[config.mk]
export PLATFORM = sky130hd
export DESIGN_NAME = mem_access_ctrl_flat
export DESIGN_NICKNAME = d
export VERILOG_FILES = /design/src/rtl/mem_access_ctrl_pkg.sv /design/src/rtl/mem_access_ctrl_if.sv /design/src/rtl/mem_access_ctrl_sp_unit.sv /design/src/rtl/mem_access_ctrl.sv /design/src/flat_wrapper.sv
export SDC_FILE = /design/constraint.sdc
export NUM_CORES = 1
export LEC_CHECK = 0
export ABC_AREA = 1
export BUFFER_PORTS_ARGS = -buffer_cell sky130_fd_sc_hd__buf_2
export CAP_MARGIN = 0
export CORE_UTILIZATION = 31
export DETAILED_ROUTE_END_ITERATION = 8
export GPL_ROUTABILITY_DRIVEN = 0
export GPL_TIMING_DRIVEN = 0
export PLACE_DENSITY = 0.6
export SLEW_MARGIN = 20
export SYNTH_ARGS = -nofsm -noshare
export SYNTH_HDL_FRONTEND = slang
export SYNTH_SLANG_ARGS = --single-unit
[constraint.sdc]
create_clock -name clk -period 7.91 [get_ports clk]
set_clock_uncertainty 0.1 [all_clocks]
set_input_delay 1.582 -clock clk [delete_from_list [all_inputs] [get_ports clk]]
set_output_delay 1.582 -clock clk [all_outputs]
set_load 0.05 [all_outputs]
[src/rtl/mem_access_ctrl_pkg.sv]
// Shared types and constants for the MEM-stage data-memory initiator.
// Optional stack guard is enabled with `define MEM_ACCESS_CTRL_STACK_GUARD_EN.
package mem_pkg;
    localparam int ADDR_W_DEF  = 32;
    localparam int DATA_W_DEF  = 16;
    localparam int STACK_TOP   = 2047;
    localparam int STACK_LIMIT = 1024;
    localparam int SP_W        = 11;

    typedef enum logic [2:0] {
        OP_NOP   = 3'd0,
        OP_LOAD  = 3'd1,
        OP_STORE = 3'd2,
        OP_PUSH  = 3'd3,
        OP_POP   = 3'd4,
        OP_CALL  = 3'd5,
        OP_RET   = 3'd6
    } mem_op_t;

    typedef enum logic {
        ST_IDLE   = 1'b0,
        ST_SECOND = 1'b1
    } state_t;

    typedef enum logic [2:0] {
        SP_HOLD,
        SP_INC1,
        SP_INC2,
        SP_DEC1,
        SP_DEC2
    } sp_step_t;
endpackage

[src/rtl/mem_access_ctrl_if.sv]
// Single-word data-memory bus: the controller drives strobes, the memory
// answers combinationally on mem_read_data in the same cycle.
interface mem_access_ctrl_if #(
    parameter int ADDR_W = 32,
    parameter int DATA_W = 16
);
    logic [ADDR_W-1:0] mem_address;
    logic [DATA_W-1:0] mem_write_data;
    logic              mem_read;
    logic              mem_write;
    logic              mem_cs;
    logic [DATA_W-1:0] mem_read_data;

    modport master (
        output mem_address, mem_write_data, mem_read, mem_write, mem_cs,
        input  mem_read_data
    );
    modport slave (
        input  mem_address, mem_write_data, mem_read, mem_write, mem_cs,
        output mem_read_data
    );
endinterface

[src/rtl/mem_access_ctrl_sp_unit.sv]
// Stack pointer register with neighbour addresses and bound comparisons.
// Only bits [10:0] are live; the upper address bits are always 0.
module sp_unit
    import mem_pkg::*;
#(
    parameter int ADDR_W      = ADDR_W_DEF,
    parameter int STACK_TOP   = mem_pkg::STACK_TOP,
    parameter int STACK_LIMIT = mem_pkg::STACK_LIMIT
) (
    input  logic              clk,
    input  logic              rst,
    input  sp_step_t          step,
    output logic [ADDR_W-1:0] sp,
    output logic [ADDR_W-1:0] sp_p1,
    output logic [ADDR_W-1:0] sp_p2,
    output logic [ADDR_W-1:0] sp_m1,
    output logic              push_bad,
    output logic              call_bad,
    output logic              pop_bad,
    output logic              ret_bad
);
    logic [SP_W-1:0] sp_q;
    logic [SP_W-1:0] p1, p2, m1, m2;
    logic [31:0]     sp_wide;

    assign p1 = sp_q + SP_W'(1);
    assign p2 = sp_q + SP_W'(2);
    assign m1 = sp_q - SP_W'(1);
    assign m2 = sp_q - SP_W'(2);

    always_ff @(posedge clk or posedge rst) begin
        if (rst) begin
            sp_q <= SP_W'(STACK_TOP);
        end else begin
            case (step)
                SP_INC1: sp_q <= p1;
                SP_INC2: sp_q <= p2;
                SP_DEC1: sp_q <= m1;
                SP_DEC2: sp_q <= m2;
                default: sp_q <= sp_q;
            endcase
        end
    end

    assign sp    = ADDR_W'(sp_q);
    assign sp_p1 = ADDR_W'(p1);
    assign sp_p2 = ADDR_W'(p2);
    assign sp_m1 = ADDR_W'(m1);

    // Compared unwrapped, so a step across 0/2047 counts as out of range.
    assign sp_wide  = 32'(sp_q);
    assign push_bad = sp_wide < 32'(STACK_LIMIT + 1);
    assign call_bad = sp_wide < 32'(STACK_LIMIT + 2);
    assign pop_bad  = (sp_wide + 32'd1) > 32'(STACK_TOP);
    assign ret_bad  = (sp_wide + 32'd2) > 32'(STACK_TOP);
endmodule

[src/rtl/mem_access_ctrl.sv]
// MEM-stage data-memory initiator: loads/stores, stack ops and split 32-bit
// call/return frames. Stack guard enabled by MEM_ACCESS_CTRL_STACK_GUARD_EN.
module mem_access_ctrl
    import mem_pkg::*;
#(
    parameter int ADDR_W      = ADDR_W_DEF,
    parameter int DATA_W      = DATA_W_DEF,
    parameter int STACK_TOP   = mem_pkg::STACK_TOP,
    parameter int STACK_LIMIT = mem_pkg::STACK_LIMIT
) (
    input  logic               clk,
    input  logic               rst,
    input  logic               op_valid,
    input  logic [2:0]         op,
    input  logic [ADDR_W-1:0]  ea,
    input  logic [DATA_W-1:0]  wdata,
    input  logic [31:0]        pc_in,
    output logic               stall,
    output logic [31:0]        rdata,
    output logic               rdata_valid,
    output logic [ADDR_W-1:0]  sp,
    output logic               stack_fault,
    mem_access_ctrl_if.master  mem,
    output state_t             dbg_state
);
    state_t            state, next_state;
    logic              sec_ret;
    sp_step_t          step;
    logic [ADDR_W-1:0] sp_p1, sp_p2, sp_m1;
    logic              push_bad, call_bad, pop_bad, ret_bad;
    logic              push_blk, call_blk, pop_blk, ret_blk;
    logic              rd, wr, stall_c, cap_full, cap_lo, cap_hi;
    logic [ADDR_W-1:0] addr;
    logic [DATA_W-1:0] wdat;
    logic [15:0]       rd16;
    mem_op_t           op_e;

    assign op_e = mem_op_t'(op);
    assign rd16 = mem.mem_read_data[15:0];

    sp_unit #(
        .ADDR_W(ADDR_W), .STACK_TOP(STACK_TOP), .STACK_LIMIT(STACK_LIMIT)
    ) u_sp (
        .clk(clk), .rst(rst), .step(step),
        .sp(sp), .sp_p1(sp_p1), .sp_p2(sp_p2), .sp_m1(sp_m1),
        .push_bad(push_bad), .call_bad(call_bad),
        .pop_bad(pop_bad), .ret_bad(ret_bad)
    );

    always_comb begin
        rd = 1'b0; wr = 1'b0; addr = '0; wdat = '0; stall_c = 1'b0;
        step = SP_HOLD; next_state = state;
        cap_full = 1'b0; cap_lo = 1'b0; cap_hi = 1'b0;
        if (state == ST_SECOND) begin
            next_state = ST_IDLE;
            if (sec_ret) begin
                rd = 1'b1; addr = sp_p2; step = SP_INC2; cap_hi = 1'b1;
            end else begin
                wr = 1'b1; addr = sp_m1; wdat = DATA_W'(pc_in[15:0]); step = SP_DEC2;
            end
        end else if (op_valid) begin
            case (op_e)
                OP_LOAD: begin rd = 1'b1; addr = ea; cap_full = 1'b1; end
                OP_STORE: begin wr = 1'b1; addr = ea; wdat = wdata; end
                OP_PUSH: if (!push_blk) begin
                    wr = 1'b1; addr = sp; wdat = wdata; step = SP_DEC1;
                end
                OP_POP: if (!pop_blk) begin
                    rd = 1'b1; addr = sp_p1; step = SP_INC1; cap_full = 1'b1;
                end
                OP_CALL: if (!call_blk) begin
                    wr = 1'b1; addr = sp; wdat = DATA_W'(pc_in[31:16]);
                    stall_c = 1'b1; next_state = ST_SECOND;
                end
                OP_RET: if (!ret_blk) begin
                    rd = 1'b1; addr = sp_p1; cap_lo = 1'b1;
                    stall_c = 1'b1; next_state = ST_SECOND;
                end
                default: ;
            endcase
        end
    end

    // Strobes are forced low for the whole reset pulse, including mid-frame.
    assign mem.mem_read       = rd & ~rst;
    assign mem.mem_write      = wr & ~rst;
    assign mem.mem_cs         = (rd | wr) & ~rst;
    assign mem.mem_address    = rst ? '0 : addr;
    assign mem.mem_write_data = rst ? '0 : wdat;
    assign stall              = stall_c & ~rst;
    assign dbg_state          = state;

    always_ff @(posedge clk or posedge rst) begin
        if (rst) begin
            state       <= ST_IDLE;
            sec_ret     <= 1'b0;
            rdata       <= 32'h0;
            rdata_valid <= 1'b0;
        end else begin
            state       <= next_state;
            rdata_valid <= cap_full | cap_hi;
            if (state == ST_IDLE && next_state == ST_SECOND)
                sec_ret <= (op_e == OP_RET);
            if (cap_full) rdata <= {16'h0, rd16};
            if (cap_lo)   rdata[15:0] <= rd16;
            if (cap_hi)   rdata[31:16] <= rd16;
        end
    end

`ifdef MEM_ACCESS_CTRL_STACK_GUARD_EN
    logic fault_q;
    logic guard_trip;

    assign push_blk = push_bad;
    assign call_blk = call_bad;
    assign pop_blk  = pop_bad;
    assign ret_blk  = ret_bad;
    assign guard_trip = op_valid && (state == ST_IDLE) &&
        ((op_e == OP_PUSH && push_bad) || (op_e == OP_CALL && call_bad) ||
         (op_e == OP_POP && pop_bad)   || (op_e == OP_RET && ret_bad));

    always_ff @(posedge clk or posedge rst) begin
        if (rst)             fault_q <= 1'b0;
        else if (guard_trip) fault_q <= 1'b1;
    end
    assign stack_fault = fault_q;
`else
    logic unused_guard;

    assign push_blk = 1'b0;
    assign call_blk = 1'b0;
    assign pop_blk  = 1'b0;
    assign ret_blk  = 1'b0;
    assign unused_guard = ^{push_bad, call_bad, pop_bad, ret_bad};
    assign stack_fault  = 1'b0;
`endif
endmodule

[src/flat_wrapper.sv]
// flat-port wrapper written by rule: the top's interface ports become plain ports
module mem_access_ctrl_flat import mem_pkg::*;
#(
    parameter int ADDR_W      = ADDR_W_DEF,
    parameter int DATA_W      = DATA_W_DEF,
    parameter int STACK_TOP   = mem_pkg::STACK_TOP,
    parameter int STACK_LIMIT = mem_pkg::STACK_LIMIT
)
  (clk, rst, op_valid, op, ea, wdata, pc_in, stall, rdata, rdata_valid, sp, stack_fault, dbg_state, mem_mem_address, mem_mem_write_data, mem_mem_read, mem_mem_write, mem_mem_cs, mem_mem_read_data);
  mem_access_ctrl_if #(.ADDR_W(ADDR_W), .DATA_W(DATA_W)) mem_i ();
  input  logic clk;
  input  logic rst;
  input  logic op_valid;
  input  logic [2:0] op;
  input  logic [ADDR_W-1:0] ea;
  input  logic [DATA_W-1:0] wdata;
  input  logic [31:0] pc_in;
  output logic stall;
  output logic [31:0] rdata;
  output logic rdata_valid;
  output logic [ADDR_W-1:0] sp;
  output logic stack_fault;
  output state_t dbg_state;
  output wire logic [$bits(mem_i.mem_address)-1:0] mem_mem_address;
  output wire logic [$bits(mem_i.mem_write_data)-1:0] mem_mem_write_data;
  output wire logic [$bits(mem_i.mem_read)-1:0] mem_mem_read;
  output wire logic [$bits(mem_i.mem_write)-1:0] mem_mem_write;
  output wire logic [$bits(mem_i.mem_cs)-1:0] mem_mem_cs;
  input wire logic [$bits(mem_i.mem_read_data)-1:0] mem_mem_read_data;
  assign mem_mem_address = mem_i.mem_address;
  assign mem_mem_write_data = mem_i.mem_write_data;
  assign mem_mem_read = mem_i.mem_read;
  assign mem_mem_write = mem_i.mem_write;
  assign mem_mem_cs = mem_i.mem_cs;
  assign mem_i.mem_read_data = mem_mem_read_data;
  mem_access_ctrl #(.ADDR_W(ADDR_W), .DATA_W(DATA_W), .STACK_TOP(STACK_TOP), .STACK_LIMIT(STACK_LIMIT)) u_core (.clk(clk), .rst(rst), .op_valid(op_valid), .op(op), .ea(ea), .wdata(wdata), .pc_in(pc_in), .stall(stall), .rdata(rdata), .rdata_valid(rdata_valid), .sp(sp), .stack_fault(stack_fault), .mem(mem_i), .dbg_state(dbg_state));
endmodule
Word level (Yosys, flattened, before mapping):

Cells that the tools add are included.

* add/sub/neg operators: 4
* equality and inequality tests: 10
* muxes and demuxes: 36
* bitwise logic cells: 8
* reduce and logical (&&, ||, !) cells: 12

Operators with widths (number)
* $mux W32: 4
* $mux W16: 6
* $pmux W32 S3: 1
* $pmux W11 S4: 1
* $pmux W16 S2: 1
* $mux W1: 18
* $eq A3 B2 Y1 const B: 4
* $eq A3 B3 Y1 const B: 4
* $reduce_or A2 Y1: 6
* $add A11 B1 Y11 const B: 1
* $add A11 B2 Y11 const B: 1
* $mux W11: 1
* $sub A11 B1 Y11 const B: 1
* $sub A11 B2 Y11 const B: 1
* $mux W3: 3
* $eq A3 B1 Y1 const B: 2
* $reduce_or A3 Y1: 2
* $and A1 B1 Y1: 4
* $pmux W2 S2: 1
* $reduce_bool A2 Y1: 2
* $reduce_bool A4 Y1: 1
* $not A1 Y1: 2
* $or A1 B1 Y1: 2
* $logic_and A1 B1 Y1: 1

* register bits after elaboration: 46
* output and inout bits: 119
* logic and storage cells: 76

Logic depth before layout (Yosys ltp):

* word-level depth: 7
* gate-level depth with buffers: 11
* depth with buffers taken out: 11

By module:

From an unflattened synthesis, not the netlist that was laid out.

* cells, all modules: 892
* area total of the unflattened synthesis: 5536.6 sq um

Modules (own cells, without submodules)
* mem_access_ctrl: instances 1, cells an instance 521, area an instance 3250.6 sq um, seq. area each 875.8 sq um
* sp_unit: instances 1, cells an instance 371, area an instance 2285.9 sq um, seq. area each 289.0 sq um

Worst setup path after synthesis:

OpenSTA, ideal clock, no wires.

* path type: input -> output
* start point: input port rst
* end point: output port mem_mem_cs
* arrival: 4.004 ns
* required time: 6.228 ns
* setup slack: 2.224 ns
* stages: 5
* path buffers: 1
* cell sequence: buf_2 clkinv_1 nand2_1 a21oi_1 or2_1

* word-level cells in the longest chain between the ends: 2

Ends and longest elaborated chain
* from (decl): RTL line flat_wrapper.sv:12 `input logic rst;`
* $not A1 Y1: RTL line mem_access_ctrl.sv:87 `assign mem.mem_cs = (rd | wr) & ~rst;`
* $and A1 B1 Y1: RTL line mem_access_ctrl.sv:87
* to (decl): RTL line flat_wrapper.sv:28 `output wire logic [$bits(mem_i.mem_cs)-1:0] mem_mem_cs;`

No other way between the ends.

Worst setup path after layout:

* start point: input port op[1]
* end point: output port mem_mem_address[1]

* word-level cells in the longest chain between the ends: 6
* elaborated cells on any way between the ends: 13

Ends and longest elaborated chain
* from (decl): RTL line flat_wrapper.sv:14 `input logic [2:0] op;`
* $eq A3 B3 Y1 (tied with other cells): RTL line mem_access_ctrl.sv:62 `case (op_e)`
* $reduce_or A2 Y1 (no line)
* $pmux W32 S3 *: RTL line mem_access_ctrl.sv:62
* $mux W32 *: RTL line mem_access_ctrl.sv:61 `end else if (op_valid) begin`
* $mux W32 *: RTL line mem_access_ctrl.sv:54 `if (state == ST_SECOND) begin`
* $mux W32 *: RTL line mem_access_ctrl.sv:88 `assign mem.mem_address = rst ? '0 : addr;`
* to (decl): RTL line flat_wrapper.sv:24 `output wire logic [$bits(mem_i.mem_address)-1:0] mem_mem_address;`

Mark *: on every way between the ends. The rest lies on a longest branch, timed or not.

==> results.py <==
metrics = {
    "final_layout": {
        "area_growth_pct": 35.0,
        "final_cell_area_um2": 5570,
        "nets": 984,
        "most-common-layout-cells": "buf_2 (214), nand2_1 (194), nand3_1 (89), nor2_1 (72), o21ai_0 (48)",
        "utilization_pct": 43.6,
        "mostFrequentLayoutCell": "buf_2",
        "antenna_cells": 0,
        "final_cells": 1051,
        "drive_gt1_share_pct": 35.0,
    },
    "global_routing": {
        "grt_max_degree": 35,
        "grt_first_pass_wirelength_mm": 24.3,
        "grt-ovfl-total": 0,
        "grt_antenna_before_repair": 1,
        "grt_usage_pct": 22.0,
        "grt_pass1_vias": 4643,
    },
    "power_and_ir_drop": {
        "power_frac_comb_pct": 60.0,
        "p_leak_uw": 0.00303,
        "max-vdd-ir-drop_v": 0.000145,
        "powerDensity_nw_per_um2": 255,
        "switching_power_uw": 772,
        "clkPwrFrac_pct": 15.2,
        "seqPwrFrac_pct": 24.8,
        "p_sw_share_pct": 54.4,
        "p_int_uw": 646,
    },
    "sta": {
        "slew_headroom_pct": 60.3,
        "drv_slew": 0,
        "setup_violations": 0,
        "setup_tns_ns": 0,
        "hold-worst-slack_ns": 0.412,
        "period_share_pct": 63.4,
        "max_freq_mhz": 199,
        "period_needed_ns": 5.01,
        "rsz0062_at_grt": "false",
        "finalHoldViolations": 0,
        "tightest_slew_ns": 0.596,
    },
    "critical_path": {
        "path_buf_inv": 4,
        "slowest_stage": "o21ai_1",
        "cp_top_family": "buffers and inverters",
        "critPathMaxFanout": 10,
        "end_kind": "output port",
        "crit_type": "input pin to output port",
        "arrival_ns": 3.33,
        "cp.required_ns": 6.23,
        "critPathLaunchType": "input pin",
        "rrSetupSlack_ns": 5.74,
        "crit_chain": "buf_2 > inv_1 > nand2_1 > o21ai_1 > buf_4 > nand2_1 > nand3_1 > a21oi_1 > nor3_2 > buf_2",
        "slowest_delay_ns": 0.42,
        "r2r_start": "u_core.u_sp.sp_q[0]$_DFFE_PP1P_",
        "rr_endpoint": "u_core.u_sp.sp_q[4]$_DFFE_PP1P_",
        "rr_worst_depth": 11,
    },
    "route": {
        "met1_length_mm": 6.82,
        "top_layer": "met5",
        "routedWlPerCell_um": 14.6,
        "vias_per_cell": 4.71,
        "wirelength_mm": 15.4,
        "drt_drc_violations_left": 0,
        "first_pass_iters": 5,
        "routed-wl-met2_mm": 6.81,
        "wl_met3_mm": 1.57,
        "ant_nets": 0,
        "drtIter0Drc": 327,
        "vias": 4955,
    },
    "die": {
        "core_um2": 12800,
        "num_rows": 41,
        "die_w_um": 117,
        "dieArea_um2": 13800,
        "die_h_um": 117,
        "ios": 221,
        "start_util_pct": 32.3,
    },
    "placed_design": {
        "placed_cell_area_um2": 5420,
        "placed_cells": 1043,
        "post-dp-hpwl_mm": 11.9,
        "port_buffers": 196,
    },
    "clocking": {
        "postCtsSetupBuffers": 0,
        "clk_latency_ns": 0.29,
        "clockBufferDepth": 2,
        "cts_root_buf": "clkbuf_16",
        "cts.htree.levels": 2,
        "hold_buffers": 0,
        "cts_buffers": 5,
        "post_cts_resized": 0,
        "cts_tree": "done",
        "clk_pin_slew_ns": 0.07,
        "numClockSinks": 46,
    },
    "min_path": {
        "hold_depth": 2,
        "min-delay-start": "u_core.rdata[21]$_DFFE_PP0P_",
        "min_path_type": "register to register",
        "holdPathEnd": "u_core.rdata[21]$_DFFE_PP0P_",
    },
    "logic_synthesis": {
        "yosysWarnings": 0,
        "synthSimpleGateAreaFrac_pct": 41.2,
        "synth-compound-area-share_pct": 14.1,
        "avgSynthCellArea_um2": 6.32,
        "synth_mux_area_share_pct": 0,
        "ys_seq_area_share_pct": 28.2,
        "synth_top_family_by_area": "simple AND/OR/NAND/NOR gates",
        "synthCells": 653,
        "synthXorXnorAreaFrac_pct": 1.27,
        "synth_cell_type_count": 36,
        "synthAdderAreaFrac_pct": 1.21,
        "synth.cell_area_um2": 4130,
        "ys_ff_latch": 46,
    },
    "status": {
        "outcome": "complete, no violations",
    },
    "job": {
        "maxCapViolCount": 0,
    },
}
state kept, by name, summed over array words and instances (netlist names):
name,count
u_core.dbg_state,1
u_core.u_sp.sp_q,11
u_core.sec_ret,1
u_core.rdata,32
u_core.rdata_valid,1
metal layers:
| layer | vias up | GRT usage [%] |
|---|---|---|
| met2 | 209 | 33.7 |
| met4 | 2 | 4.06 |
| li1 | 2530 | - |
| met1 | 2198 | 30.5 |
| met5 | - | 0 |
| met3 | 16 | 6.52 |
stage by stage:
stage / power, uW / setup WS (ns)
finish: 1420 / 2.90
global route: 1510 / 2.75
CTS: 1420 / 2.87
detailed placement: 1200 / 2.88
global placement: 1200 / 1.62
floorplan: 992 / 2.22
layout make-up:
class                   instances  area [um2]
fillers                      1359        7200
multi-input cells             519        2460
flip-flops and latches         46        1160
repair buffers                197        1000
plain buffers                  57         377
well taps                     172         215
inverters                      52         200
clock buffers                   5         125
clock inverters                 3        21.3
synth_stat cells:
master    number  area, um2
a31oi_1        2       12.5
o21ai_1        6       30.0
nand2_1      194        728
o21ai_0       48        240
nor2_2         3       18.8
nand3_2        2       20.0
inv_2          9       33.8
a21oi_2        8       70.1
buf_12         1       20.0
buf_4         29        218
inv_4          1       6.26
nor2_1        72        270
clkbuf_1       7       26.3
nand2_2        6       37.5
conb_1         1       3.75
nor2_4         4       45.0
nand2_4        3       33.8
a21oi_1       16       80.1
o211ai_1       1       7.51
buf_2         18       90.1
inv_1         40        150
nand3_1       89        445
nor3_1         2       10.0
clkinv_2       1       5.00
dfrtp_1       35        876
dfstp_2       11        289
ha_1           4       50.1
a22oi_1       17        128
or2_1          1       6.26
clkinv_1       1       3.75
xor2_1         6       52.6
nor3_2         4       40.0
buf_6          2       22.5
o22ai_1        2       12.5
nand4_1        6       37.5
nor4_1         1       6.26
how the worst max path moves through the flow:
stage / from / cells after the start / slack, ns / end
after floorplan: rst / 5 / 2.22 / mem_mem_cs
after global placement: rst / 5 / 1.62 / mem_mem_address[8]
after detailed placement: op[1] / 10 / 2.88 / mem_mem_address[1]
after CTS: op[1] / 10 / 2.87 / mem_mem_address[1]
after global routing: op[1] / 10 / 2.75 / mem_mem_address[1]
final: op[1] / 10 / 2.90 / mem_mem_address[1]
logic make-up (layout without fill, tap and decap cells):
group	after synthesis	in the layout
AOI/OAI and AO/OA	100	100
and+or+nand+nor	387	387
buffers and inverters	109	314
DFF	46	46
other	1	22
xor gates and xnor gates	6	6
adders and majority gates	4	4
power by group through the flow:
stage / logic (uW) / registers (uW) / clock network (uW)
4_1_cts: 846 / 351 / 221
3_3_place_gp: 844 / 355 / 0
6_report: 851 / 352 / 215
5_1_grt: 925 / 359 / 230
3_5_place_dp: 844 / 354 / 0
2_1_floorplan: 453 / 540 / 0
tightest hold or removal path: cells and delay by family, from the launching register on:
| family | cells | cell delay (ns) |
|---|---|---|
| AO/OA/AOI/OAI | 1 | 0.07 |
| AND/OR/NAND/NOR | 1 | 0.07 |
| flip-flops | 1 | 0.34 |
No activity file was read; power rests on OpenSTA's default activity.
